[src/rtl/div_iter.sv]
// Iterative 32-bit signed/unsigned restoring divider for DIV/DIVU in EX; result = {remainder, quotient}.
// Define DIV_RADIX4_EN to retire two quotient bits per cycle (16 iterations instead of 32).
module div_iter (
  input  logic        clk,
  input  logic        resetn,
  input  logic        start,
  input  logic        signed_div,
  input  logic [31:0] opdata1,
  input  logic [31:0] opdata2,
  input  logic        cancel,
  output logic [63:0] result,
  output logic        ready,
  output logic        stall_req
);

`ifdef DIV_RADIX4_EN
  localparam int CW = 4;
`else
  localparam int CW = 5;
`endif
  // Both configurations terminate on an all-ones count (15 or 31).
  localparam logic [CW-1:0] CNT_LAST = '1;

  typedef enum logic [1:0] {
    S_IDLE     = 2'd0,
    S_DIV_ZERO = 2'd1,
    S_ON       = 2'd2,
    S_END      = 2'd3
  } state_t;

  state_t          state, state_next;
  logic [64:0]     work, work_next;
  logic [31:0]     divisor;
  logic            quot_neg, rem_neg;
  logic [CW-1:0]   cnt;

  logic            op1_neg, op2_neg, accept;
  logic [31:0]     op1_mag, op2_mag;
  logic [31:0]     quot_fix, rem_fix;

  // One restoring step: the 34-bit window w[64:31] is the shifted partial
  // remainder with a guard bit, so the borrow is simply the MSB of the difference.
  function automatic logic [64:0] div_step(input logic [64:0] w, input logic [31:0] d);
    logic [33:0] diff;
    diff = w[64:31] - {2'b00, d};
    if (!diff[33]) div_step = {diff[32:0], w[30:0], 1'b1};
    else           div_step = {w[63:0], 1'b0};
  endfunction

  assign accept  = start & ~cancel;
  assign op1_neg = signed_div & opdata1[31];
  assign op2_neg = signed_div & opdata2[31];
  // Negating 0x8000_0000 yields 0x8000_0000, which is the correct unsigned magnitude.
  assign op1_mag = op1_neg ? (~opdata1 + 32'd1) : opdata1;
  assign op2_mag = op2_neg ? (~opdata2 + 32'd1) : opdata2;

  always_comb begin
    work_next = div_step(work, divisor);
`ifdef DIV_RADIX4_EN
    work_next = div_step(work_next, divisor);
`endif
  end

  assign quot_fix = quot_neg ? (~work_next[31:0]  + 32'd1) : work_next[31:0];
  assign rem_fix  = rem_neg  ? (~work_next[63:32] + 32'd1) : work_next[63:32];

  // NOTE: sequential state uses non-blocking assignments so every flop samples pre-edge values.
  always_ff @(posedge clk or negedge resetn) begin
    if (!resetn) state <= S_IDLE;
    else         state <= state_next;
  end

  // NOTE: every output of a combinational block gets a default first, so no path infers a latch.
  always_comb begin
    state_next = state;
    unique case (state)
      S_IDLE:     if (accept) state_next = (opdata2 == 32'd0) ? S_DIV_ZERO : S_ON;
      S_DIV_ZERO: state_next = S_END;
      S_ON:       if (cnt == CNT_LAST) state_next = S_END;
      S_END:      state_next = S_IDLE;
      default:    state_next = S_IDLE;
    endcase
    if (cancel) state_next = S_IDLE;
  end

  always_comb begin
    stall_req = 1'b0;
    if (resetn && !cancel) begin
      unique case (state)
        S_IDLE:           stall_req = start;
        S_DIV_ZERO, S_ON: stall_req = 1'b1;
        default:          stall_req = 1'b0;
      endcase
    end
  end

  // Datapath: result/ready are written on the edge entering S_END so they are valid in that cycle.
  always_ff @(posedge clk or negedge resetn) begin
    if (!resetn) begin
      work     <= '0;
      divisor  <= '0;
      quot_neg <= 1'b0;
      rem_neg  <= 1'b0;
      cnt      <= '0;
      result   <= '0;
      ready    <= 1'b0;
    end else begin
      ready <= 1'b0;
      if (!cancel) begin
        unique case (state)
          S_IDLE: begin
            if (start) begin
              divisor  <= op2_mag;
              quot_neg <= op1_neg ^ op2_neg;
              rem_neg  <= op1_neg;
              cnt      <= '0;
              // Divide-by-zero returns the raw dividend, so skip the magnitude there.
              work     <= {33'd0, (opdata2 == 32'd0) ? opdata1 : op1_mag};
            end
          end
          S_DIV_ZERO: begin
            result <= {work[31:0], 32'hFFFF_FFFF};
            ready  <= 1'b1;
          end
          S_ON: begin
            work <= work_next;
            cnt  <= cnt + 1'b1;
            if (cnt == CNT_LAST) begin
              result <= {rem_fix, quot_fix};
              ready  <= 1'b1;
            end
          end
          default: ;
        endcase
      end
    end
  end

endmodule

[config.mk]
export PLATFORM = sky130hd
export DESIGN_NAME = div_iter
export DESIGN_NICKNAME = d
export VERILOG_FILES = /design/src/rtl/div_iter.sv
export SDC_FILE = /design/constraint.sdc
export NUM_CORES = 1
export LEC_CHECK = 0
export ABC_AREA = 1
export BUFFER_PORTS_ARGS = -buffer_cell sky130_fd_sc_hd__buf_2
export CORE_AREA = 2 2 174 176
export CTS_CLUSTER_SIZE = 12
export DETAILED_ROUTE_END_ITERATION = 10
export DIE_AREA = 0 0 176 178
export PLACE_DENSITY = 0.74
export SETUP_SLACK_MARGIN = 0.3
export SLEW_MARGIN = 10
export SYNTH_ARGS = -nofsm -noshare
export SYNTH_HDL_FRONTEND = slang
export SYNTH_SLANG_ARGS = --single-unit
[constraint.sdc]
create_clock -name clk -period 4.96 [get_ports clk]
set_input_delay 0.992 -clock clk [delete_from_list [all_inputs] [get_ports clk]]
set_output_delay 0.992 -clock clk [all_outputs]
set_load 0.02 [all_outputs]
==> key figures <==
Placement
  – Final HPWL DP: 34,600 microns
  – I/O Buffers: 134
  – Placer Congestion: 0.986

GRT
  – Largest net degree at the start of global routing: 83
  – Vias in the first global route: 12,777
  – First-pass GRT wire length: 70,200 microns
  – Grt ovf: 0
  – Antenna violations before repair: 1
  – Total Routing Usage GR: 0.289

Timing
  – TNS Setup: 0 ns
  – Slew margin rel.: 0.284
  – # setup viols final: 0
  – Max Slew Vio Count: 0
  – F_max: 234 MHz
  – Minimum clock period: 4.28 ns
  – Fin crit share: 0.862
  – Worst-Margin Slew: 1.07 ns
  – Worst Skew: 0.0129 ns
  – Final Hold Vio Count: 0
  – RSZ-0062 raised after global routing: false

Logic synthesis
  – Primary FF master, synth: dfrtp_1
  – Cells after Synth: 1,934
  – Synth Net Count: 2,046
  – Post-synth EDFFs: 0
  – Share of the synthesized area in the top cell type: 0.326
  – Area contributors post-synth: dfrtp_1 (33%), nand2_1 (16%), inv_1 (6.4%), nor2_1 (5.1%), nand3_1 (4.4%)
  – Leading area contributor after synthesis: dfrtp_1
  – Post-synthesis sequential area ratio: 0.326
  – Synthesis-stage register bit count: 171
  – Yosys Warn Count: 0
  – Synthesized area: 13,100 sq um
  – Synth Area per Inst: 6.78 sq um
  – Number of library cell types mapped by synthesis: 57
  – Asr flop ratio synth: 1.00

Floorplan
  – Die area: 31,300 sq um
  – Core Area: 29,400 sq um
  – Io pins: 135
  – Die X: 176 microns
  – Starting density of the core: 0.446
  – DIE HEIGHT: 178 microns
  – Cell Rows: 63

Clock tree
  – CTS max path bufs: 2
  – Htree depth: 4
  – Clock root buffer: clkbuf_16
  – Hold-fix buffer count after cts: 0
  – # clock sinks: 171
  – Clock-pin slew on the worst setup and hold paths: 0.08 ns
  – Clk_lat worst skew: 0.45 ns
  – CTS Buf Count: 17
  – TritonCTS clock tree: yes

Worst setup path
  – Max incr delay on CP: 0.41 ns
  – R2R Path Start: work[35]$_DFFE_PN0P_
  – CP Capture Point: result[26]$_DFFE_PN0P_
  – Crit. End Element: flip-flop
  – Reg2reg path depth: 26
  – Setup CP Type: flip-flop to flip-flop
  – CP max-delay cell: dfrtp_1
  – CP delay by family, top: simple AND/OR/NAND/NOR gates
  – Flop2flop setup slack: 0.68 ns
  – Worst Setup SP: work[35]$_DFFE_PN0P_
  – Crit Path Max Fanout: 12
  – WP depth: 26
  – Critical Path Start Type: flip-flop
  – FF-to-FF End: result[26]$_DFFE_PN0P_
  – Worst Path Buf+Inv: 3
  – Crit path required time: 5.29 ns
  – CP Data Arrival Time: 4.61 ns

Job
  – Number of max-cap violations: 0

Min path
  – HP Class: flip-flop to flip-flop
  – Hold Path Cell Cnt: 2

Finish
  – Commonest non-fill, non-tap cells in the layout: nand2_1 (552), inv_1 (224), nor2_1 (179)
  – Final #Nets: 2,151
  – Area grow syn2layout: 12.4%
  – Most common cell after layout, fill and taps aside: nand2_1
  – Share of cells above drive strength 1: 0.138
  – Fillers: 2,952

Detailed routing
  – Wire per inst: 18.2 microns
  – Final ANT Viol Nets: 0
  – Via count: 13,553
  – Remaining DRCs: 0
  – Via/cell ratio: 5.55
  – 1st-pass router iterations: 6
  – First DRT Iteration DRCs: 1,397
  – Post-Route WL: 44,600 microns

Run status
  – Status: finished, final reports clean
[sequential cells by signal, indices dropped and copies added (netlist names)]
register and flops:
state 2, work 65, divisor 32, ready 1
cnt 5, rem_neg 1, result 64, quot_neg 1
[cells by family (layout without fill, tap and decap cells)]
| kind of cell | after synthesis | after routing | share of synthesized area |
|---|---|---|---|
| AND/OR/NAND/NOR | 994 | 994 | 0.327 |
| multiplexers | 1 | 1 | 0.000764 |
| adder cells (fa/ha/maj) | 43 | 43 | 0.0416 |
| AO/OA/AOI/OAI | 342 | 342 | 0.159 |
| buffers and inverters | 303 | 421 | 0.0922 |
| other | 0 | 1 | 0 |
| flip-flops | 171 | 171 | 0.326 |
| XOR/XNOR | 80 | 80 | 0.0535 |
[timing repair]
item / 4_1_cts / 5_1_grt
setup buffers: 0 / 1
endpoints found under the hold margin: 0 / 0
gates resized for setup: 0 / 7
endpoints found under the setup margin: 0 / 4
[per-stage QoR]
step	worst slack (ns)	instance area, sq um	hold WS [ns]	std cells	util
after floorplan	1.11	13100	0.453	1934	-
after global placement	0.684	14100	0.460	2409	0.479
after detailed placement	0.529	14100	0.464	2409	0.479
after CTS	0.470	14700	0.485	2441	0.500
after global routing	0.254	14700	0.503	2442	0.501
final	0.684	14700	0.478	2443	0.501
[area by class of cell]
type                            instances  area, sq um  share of cell area
Tap cell                              390          488              0.0331
Sequential cell                       171         4280               0.290
Inverter                              238          893              0.0606
Antenna cell                            1         2.50            0.000170
Timing Repair Buffer                  151          805              0.0546
Multi-Input combinational cell       1460         7650               0.519
Clock inverter                         15          194              0.0132
Clock buffer                           17          425              0.0289
[synthesized netlist by cell type, types with 29 or more instances]
cell	n
nand2_1	553
inv_1	224
nor2_1	179
dfrtp_1	171
nand3_1	114
o21ai_0	101
a21oi_1	93
xor2_1	49
clkbuf_1	43
nand2_2	43
ha_1	42
o22ai_1	40
xnor2_1	31
nor3_1	29
[worst min path at each step]
| stage | startpoint | to | slack [ns] |
|---|---|---|---|
| 6_report | result[63]$_DFFE_PN0P_ | result[63]$_DFFE_PN0P_ | 0.48 |
| 5_1_grt | result[51]$_DFFE_PN0P_ | result[51]$_DFFE_PN0P_ | 0.50 |
| 4_1_cts | result[39]$_DFFE_PN0P_ | result[39]$_DFFE_PN0P_ | 0.49 |
| 3_5_place_dp | result[63]$_DFFE_PN0P_ | result[63]$_DFFE_PN0P_ | 0.46 |
| 3_3_place_gp | result[49]$_DFFE_PN0P_ | result[49]$_DFFE_PN0P_ | 0.46 |
| 2_1_floorplan | divisor[10]$_DFFE_PN0P_ | divisor[10]$_DFFE_PN0P_ | 0.45 |
[metal layers]
layer  routed length [microns]  track usage
met5                         0            0
met2                     19300        0.439
met4                      1250       0.0944
met1                     20000        0.412
met3                      4060       0.0563
[worst reg2reg max path, cell delays in order (launching register included)]
cell	delay, ns
dfrtp_1	0.41
ha_1	0.34
nand2_1	0.13
nor2_1	0.16
nand3_1	0.11
nand3_2	0.13
nand2_2	0.06
nand2_2	0.10
nand2_4	0.08
nand2_2	0.10
nand2_4	0.12
nand2_4	0.10
ha_1	0.13
inv_1	0.05
nor3_2	0.17
nand3_1	0.17
inv_1	0.12
nand4_1	0.18
nor3_4	0.22
nand3_1	0.14
nand3b_1	0.29
o21ai_2	0.25
o21ai_0	0.15
a21oi_1	0.17
o211ai_1	0.11
o21ai_0	0.11
inv_1	0.05
Power is left out: the tool's default activity adds up to more than one toggle a clock period on the data nets, which glitch-free logic cannot reach.
